### src/rtl/float_sub_seq.sv
// Multi-cycle IEEE-754 single-precision subtractor (y = a - b) built on an
// iterative align / add / normalize datapath that shifts one bit per cycle.
module float_sub_seq (
  input  logic        clk,
  input  logic        reset,
  input  logic        start,
  input  logic [31:0] a,
  input  logic [31:0] b,
  output logic [31:0] y,
  output logic        done,
  output logic        busy
);

  typedef enum logic [1:0] {IDLE, ALIGN, ADD, NORM} state_t;

  state_t      state_q, state_d;
  logic        sx_q, sx_d;
  logic        eff_sub_q, eff_sub_d;
  logic [7:0]  exp_q, exp_d;
  logic [7:0]  diff_q, diff_d;
  logic [23:0] mx_q, mx_d;
  logic [23:0] my_q, my_d;
  logic [24:0] m_q, m_d;
  logic [31:0] y_q, y_d;
  logic        done_q, done_d;
  logic        busy_q, busy_d;

  // Unpacked operands; b's sign is inverted so the datapath performs an add.
  logic        sign_b;
  logic [7:0]  ea, eb, exp_p1;
  logic [23:0] ma, mb;
  logic        a_larger;

  assign sign_b   = ~b[31];
  assign ea       = a[30:23];
  assign eb       = b[30:23];
  assign ma       = (ea == 8'd0) ? 24'd0 : {1'b1, a[22:0]};
  assign mb       = (eb == 8'd0) ? 24'd0 : {1'b1, b[22:0]};
  assign a_larger = ({ea, ma} >= {eb, mb});
  assign exp_p1   = exp_q + 8'd1;

  always_comb begin
    state_d   = state_q;
    sx_d      = sx_q;
    eff_sub_d = eff_sub_q;
    exp_d     = exp_q;
    diff_d    = diff_q;
    mx_d      = mx_q;
    my_d      = my_q;
    m_d       = m_q;
    y_d       = y_q;
    done_d    = 1'b0;
    busy_d    = busy_q;

    case (state_q)
      IDLE: begin
        if (start) begin
          if (a_larger) begin
            sx_d   = a[31];
            exp_d  = ea;
            mx_d   = ma;
            my_d   = mb;
            diff_d = ea - eb;
          end else begin
            sx_d   = sign_b;
            exp_d  = eb;
            mx_d   = mb;
            my_d   = ma;
            diff_d = eb - ea;
          end
          eff_sub_d = a[31] ^ sign_b;
          busy_d    = 1'b1;
          state_d   = ALIGN;
        end
      end

      ALIGN: begin
        if (diff_q > 8'd24) begin
          my_d    = 24'd0;
          state_d = ADD;
        end else if (diff_q == 8'd0 || my_q == 24'd0) begin
          state_d = ADD;
        end else begin
          my_d   = my_q >> 1;
          diff_d = diff_q - 8'd1;
        end
      end

      ADD: begin
        m_d     = eff_sub_q ? ({1'b0, mx_q} - {1'b0, my_q})
                            : ({1'b0, mx_q} + {1'b0, my_q});
        state_d = NORM;
      end

      NORM: begin
        // Every finishing branch loads y, pulses done and returns to IDLE.
        if (m_q == 25'd0) begin
          y_d     = 32'h0000_0000;
          done_d  = 1'b1;
          busy_d  = 1'b0;
          state_d = IDLE;
        end else if (m_q[24]) begin
          m_d   = m_q >> 1;
          exp_d = exp_p1;
          if (exp_p1 == 8'hFF) begin
            y_d     = {sx_q, 8'hFF, 23'd0};
            done_d  = 1'b1;
            busy_d  = 1'b0;
            state_d = IDLE;
          end
        end else if (m_q[23]) begin
          y_d     = {sx_q, exp_q, m_q[22:0]};
          done_d  = 1'b1;
          busy_d  = 1'b0;
          state_d = IDLE;
        end else if (exp_q == 8'd1) begin
          y_d     = 32'h0000_0000;
          done_d  = 1'b1;
          busy_d  = 1'b0;
          state_d = IDLE;
        end else begin
          m_d   = m_q << 1;
          exp_d = exp_q - 8'd1;
        end
      end

      default: begin
        state_d = IDLE;
        busy_d  = 1'b0;
      end
    endcase
  end

  always_ff @(posedge clk) begin
    if (!reset) begin
      state_q   <= IDLE;
      sx_q      <= 1'b0;
      eff_sub_q <= 1'b0;
      exp_q     <= 8'd0;
      diff_q    <= 8'd0;
      mx_q      <= 24'd0;
      my_q      <= 24'd0;
      m_q       <= 25'd0;
      y_q       <= 32'd0;
      done_q    <= 1'b0;
      busy_q    <= 1'b0;
    end else begin
      state_q   <= state_d;
      sx_q      <= sx_d;
      eff_sub_q <= eff_sub_d;
      exp_q     <= exp_d;
      diff_q    <= diff_d;
      mx_q      <= mx_d;
      my_q      <= my_d;
      m_q       <= m_d;
      y_q       <= y_d;
      done_q    <= done_d;
      busy_q    <= busy_d;
    end
  end

  assign y    = y_q;
  assign done = done_q;
  assign busy = busy_q;

endmodule

### config.mk
export PLATFORM = sky130hd
export DESIGN_NAME = float_sub_seq
export DESIGN_NICKNAME = d
export VERILOG_FILES = /design/src/rtl/float_sub_seq.sv
export SDC_FILE = /design/constraint.sdc
export NUM_CORES = 1
export LEC_CHECK = 0
export CORE_ASPECT_RATIO = 1.1
export CORE_UTILIZATION = 53
export DETAILED_ROUTE_END_ITERATION = 8
export MAX_ROUTING_LAYER = met4
export PLACE_DENSITY = 0.75
export SYNTH_ARGS = -nofsm -noshare
export SYNTH_HDL_FRONTEND = slang
export SYNTH_SLANG_ARGS = --single-unit
export TNS_END_PERCENT = 100
### constraint.sdc
create_clock -name clk -period 9.4 [get_ports clk]
set_input_delay 1.88 -clock clk [delete_from_list [all_inputs] [get_ports clk]]
set_output_delay 1.88 -clock clk [all_outputs]
set_load 0.01 [all_outputs]
Yosys cells after proc, flatten, opt, wreduce, memory -nomap -nowiden
Index checks and enable logic that the tools add are counted.

Register bits: 127. Logic and storage cells: 113. Output and inout port bits: 34. Input port bits: 67.

Equality and inequality tests: 16. Reduce and logical (&&, ||, !) cells: 21. $add $sub $neg: 7. Bitwise logic cells: 2. Mux-type cells: 53. Order comparisons: 2.

Operators by type and width (count): 2-to-1 mux 24 bit (10); 2-to-1 mux 32 bit (5); 2-to-1 mux 8 bit (10); 2-to-1 mux 25 bit (2); one-hot mux 25 bit (2 select lines) (1); one-hot mux 24 bit (2 select lines) (1); greater-or-equal comparator 32 bit (1); one-hot mux 8 bit (2 select lines) (2); adder 24 x 24 -> 25 bit (1); logical NOT 25 bit (1); subtractor 24 x 24 -> 25 bit (1); logical NOT 24 bit (1); logical NOT 8 bit (3); 2-to-1 mux 2 bit (8); AND reduction 4 bit (4); subtractor 8 x 1 -> 8 bit (second input constant) (2); subtractor 8 bit (2); 2-to-1 mux 1 bit (12); != test 3 bit (second input constant) (4); adder 8 x 1 -> 8 bit (second input constant) (1); equality test 8 x 1 -> 1 bit (second input constant) (1); equality test 8 bit (second input constant) (1); greater-than comparator 8 x 5 -> 1 bit (second input constant) (1); != test 2 bit (second input constant) (4); 16 further kinds (22).

Depth between registers and ports, before layout
Depth in word-level cells: 6. Depth in mapped cells: 18. Gate-level depth less buffers: 17.

Worst setup path after synthesis
Ideal clock, no wire load.

Kind: input to register. Start: input port a[23]. End: register diff_q[5]. Setup slack: 4.606 ns. Required time: 9.266 ns. Cell stages on the path: 14. Arrival: 4.660 ns. Cells stage by stage: nor4_1 -> nand2_1 -> clkbuf_1 -> and2_1 -> ha_1 -> a211o_1 -> o211ai_1 -> a31oi_1 -> a211o_1 -> a31oi_4 -> mux2_2 -> a311oi_2 -> xor2_1 -> o32ai_1.

Cells in the longest elaborated chain, start to end: 6. Elaborated cells on any way between the ends: 8. Those cells by class: add/sub: 2; order compare: 1; mux: 4; reduce/logical: 1.

Ends and longest elaborated chain: start, declared (line 7) `input logic [31:0] a,`; logical NOT 8 bit (line 37) `assign ma = (ea == 8'd0) ? 24'd0 : {1'b1, a[22:0]};`; 2-to-1 mux 24 bit (line 37); greater-or-equal comparator 32 bit (line 39) `assign a_larger = ({ea, ma} >= {eb, mb});`; 2-to-1 mux 8 bit (*) (line 58) `if (a_larger) begin`; 2-to-1 mux 8 bit (*) (line 57) `if (start) begin`; one-hot mux 8 bit (2 select lines) (*) (line 55) `case (state_q)`; end signal, assigned (line 152) `diff_q <= diff_d;`; end, declared (line 20) `logic [7:0] diff_q, diff_d;`.

Every way passes the cells marked *; elsewhere a longest branch is shown, timed or not. The select of a mux whose other input is x is not followed. A chain may end at the register's enable or synchronous reset.

Final worst setup path
Start: input port a[23]. End: register my_q[9].

Cells in the longest elaborated chain, start to end: 6.

Ends and longest elaborated chain: logical NOT 8 bit (line 37); 2-to-1 mux 24 bit (line 37); greater-or-equal comparator 32 bit (line 39); 2-to-1 mux 24 bit (*) (line 58); 2-to-1 mux 24 bit (*) (line 57); one-hot mux 24 bit (2 select lines) (*) (line 55); end signal, assigned (line 154) `my_q <= my_d;`; end, declared (line 22) `logic [23:0] my_q, my_d;`.

Marked as above.

==> results_dict.tcl <==
set metrics [dict create \
    setup_viol 0 \
    timing.setup.critical_path_class "in -> reg" \
    fin_crit_sh 0.7036 \
    die_x_um 131.1 \
    clkLatencyLatePin_ns 0.42 \
    fin_ws_ns 2.786 \
    critPathLaunch "a[23]" \
    grt_usage 0.2768 \
    period_minus_slack_ns 6.614 \
    syn_inst 1318 \
    nNetsFinal 1497 \
    via_count 9576 \
    clockBufferDepth 2 \
    synth_async_sr_flop_share 0 \
    rows 51 \
    drv_cap 0 \
    grt_pass1_wl_um 41680 \
    drive_gt1_frac 0.04758 \
    seqPwrFrac 0.249 \
    r2r_start "my_q[2]" \
    die_y_um 144.0 \
    ys_seq_area_frac 0.2617 \
    coreArea_um2 17800 \
    p_leak_nw 4.403 \
    report.final.hold_viol_count 0 \
    reg2reg_to "m_q[19]" \
    synth_cell_types 72 \
    clock_sinks 127 \
    r2r_cells 13 \
    required_ns 9.69 \
    clk_pin_slew_ns 0.06 \
    first_pass_iters 5 \
    clockRootBuffer "clkbuf_16" \
    synth_flop_cell "dfxtp_1" \
    first_global_vias 8543 \
    min_to "y[0]" \
    start_kind "primary input" \
    path_buf_inv 2 \
    drcViolationCount 0 \
    switching_share 0.4644 \
    diodes 0 \
    initial_core_util 0.5458 \
    rsz0062_at_grt "false" \
    p_clk_frac 0.180 \
    fin_total_pwr_mw 3.623 \
    layout_common_cells "nand2_1 (152), a21oi_1 (148), dfxtp_1 (127)" \
    crit_arrival_ns 6.90 \
    worst-r2r-setup-slack_ns 5.33 \
    path_max_fanout 98 \
    area_delta_synth_final_pct 15.90 \
    fmax_ghz 0.1512 \
    io_buffers 100 \
    seqCellArea_um2 2542 \
    multi_input_area_um2 6560 \
    cts_htree_levels 4 \
    gp_congestion 0.9202 \
    netlist_area_um2 9717 \
    setup_tns_ns 0 \
    numCtsBuffers 17 \
    drt-total-wl_um 25530 \
    p_int_mw 1.941 \
    grtUsageMet3 0.03295 \
    cts_setup_buffers 0 \
    ys_seq_elements 127 \
    gr-max-usage-layer "met2" \
    tritoncts "yes" \
    worst-slew-pin-transition_ns 1.051 \
    maxSlewViolCount 0 \
    die-area_um2 18880 \
    syn_area_per_cell_um2 7.372 \
    cts-resized-gates 0 \
    grtUsageMet1 0.3654 \
    crit_path_frequent_cell "o21ai_0" \
    final_common_cell "nand2_1" \
    hold_start "y[0]" \
    finClkSkew_ns 0.007400 \
    antenna_found_initial 0 \
    overflow 0 \
    critPathMaxStageDelay_ns 0.74 \
    p_per_area_nw_per_um2 321.7 \
    routedWlPerCell_um 15.92 \
    use_met2 0.4348 \
    path_delay_family "compound AO/OA/AOI/OAI gates" \
    grt_max_degree 99 \
    fillers 1632 \
    syn-num-nets 1462 \
    pre_cts_slack_ns 2.417 \
    p_sw_mw 1.682 \
    postRouteAntennaNets 0 \
    irDropWorstVdd_uv 180.4 \
    status "completed" \
    drt_iter0_markers 919 \
    synth-edff-count 0 \
    ctsHoldBuffers 0 \
    critical_path.cell_chain "clkdlybuf4s50_1, nor4_1, nand2_1, and2_1, ha_1, a21oi_1, o21ai_0, a211oi_1, o21ai_0, a31oi_4, buf_4, o21ai_0, a22oi_1, a21oi_1" \
    endpoint_kind "flop" \
    critical_path.slowest_cell "buf_4" \
    ios 101 \
    min_path_cells 2 \
    maxSlewHeadroom 0.2977 \
    yosysWarningCount 0 \
    dp_hpwl_um 18750 \
    p_comb_frac 0.571 \
    hold_class "reg -> reg" \
    vias_per_cell 5.970 \
]
## power groups by stage
stage,Sequential [mW],Clock (mW),Combinational [mW]
2_1_floorplan,0.820,0,1.64
4_1_cts,0.892,0.659,2.04
3_5_place_dp,0.901,0,2.03
5_1_grt,0.922,0.680,2.29
6_report,0.901,0.654,2.07
3_3_place_gp,0.900,0,1.99
## registers in the layout (all words and copies together), names as in the netlist
register,flops
eff_sub_q,1
mx_q,24
sx_q,1
done,1
y,32
m_q,25
busy,1
state_q,2
diff_q,8
exp_q,8
my_q,24
## layout make-up
cell class,instances,share of cell area
sequential,127,0.2258
timing repair buffer,112,0.09688
clock inverter,9,0.009666
clock buffer,23,0.04244
inverter,49,0.01633
tap,238,0.02644
multi-input combinational,1046,0.5825
## worst reg2reg max path, delay by kind of cell, from the launching register on
family	cells	cell delay, ns
AO/OA/AOI/OAI	7	1.84
XOR/XNOR	2	0.34
adder cells (fa/ha/maj)	1	0.36
flip-flops	1	0.36
AND/OR/NAND/NOR	3	1.03
## kinds of logic after synthesis
| group | count (synthesis) | synth area share |
|---|---|---|
| DFF | 127 | 0.2617 |
| muxes | 13 | 0.01365 |
| adders and majority gates | 77 | 0.1015 |
| and+or+nand+nor | 471 | 0.2308 |
| buffers and inverters | 145 | 0.06451 |
| AOI/OAI and AO/OA | 438 | 0.2856 |
| xor gates and xnor gates | 47 | 0.04236 |
## cells in the mapped netlist, types with 3 or more instances
library cell  count  area share
or3_1             5      0.0032
buf_4             5      0.0039
o22ai_1           6      0.0039
xor2_1           10      0.0090
xnor2_1          37       0.033
nand4_1           7      0.0045
nor4_1           14      0.0090
nor2b_1          30       0.019
and2_1           32       0.021
a211o_1           5      0.0045
o211ai_1         16       0.012
clkbuf_1         68       0.026
buf_2            15      0.0077
and3_1            3      0.0019
nor2_1          108       0.042
a22o_1            4      0.0036
a32oi_1           4      0.0036
nand2b_1          8      0.0052
a211oi_1         19       0.015
o21a_1            5      0.0039
a2111oi_0         3      0.0027
o21ai_1          17      0.0088
a21oi_1         148       0.076
nand2_1         152       0.059
a21o_1           21       0.016
o21ai_0          84       0.043
buf_6             6      0.0070
dfxtp_1         127        0.26
a311oi_1         26       0.023
a221oi_1          8      0.0072
o31ai_1           5      0.0039
ha_1             74       0.095
mux2i_1          11       0.011
a31oi_1          12      0.0077
nand3_1          43       0.022
or2_2             3      0.0019
o21bai_1          7      0.0054
a221o_1           6      0.0062
and4_1            3      0.0027
inv_1            48       0.019
fa_1              3      0.0062
a22oi_1          23       0.018
nor3_1           49       0.025
## per-stage QoR
step	hold WS, ns	cells	instance area (um^2)	utilization
2_1_floorplan	0.4320	1318	9717	-
3_3_place_gp	0.4374	1572	10680	0.5996
3_5_place_dp	0.4438	1572	10680	0.5996
4_1_cts	0.4502	1604	11260	0.6326
5_1_grt	0.4644	1604	11260	0.6326
6_report	0.4476	1604	11260	0.6326
## per-layer routing
layer  share of wire  up-vias
met4           0.021        0
met2            0.45      330
met5               0        -
li1                -     4832
met1            0.48     4374
met3           0.051       40
## worst max-delay path by stage
stage | endpoint | slack, ns | cells past startpoint
after detailed placement | my_q[9] | 2.42 | 14
final | my_q[9] | 2.79 | 14
after global routing | my_q[14] | 2.44 | 14
after CTS | my_q[8] | 2.85 | 14
after floorplan | diff_q[5] | 4.61 | 14
after global placement | my_q[5] | 2.37 | 14
(Power assumes the default switching activity.)
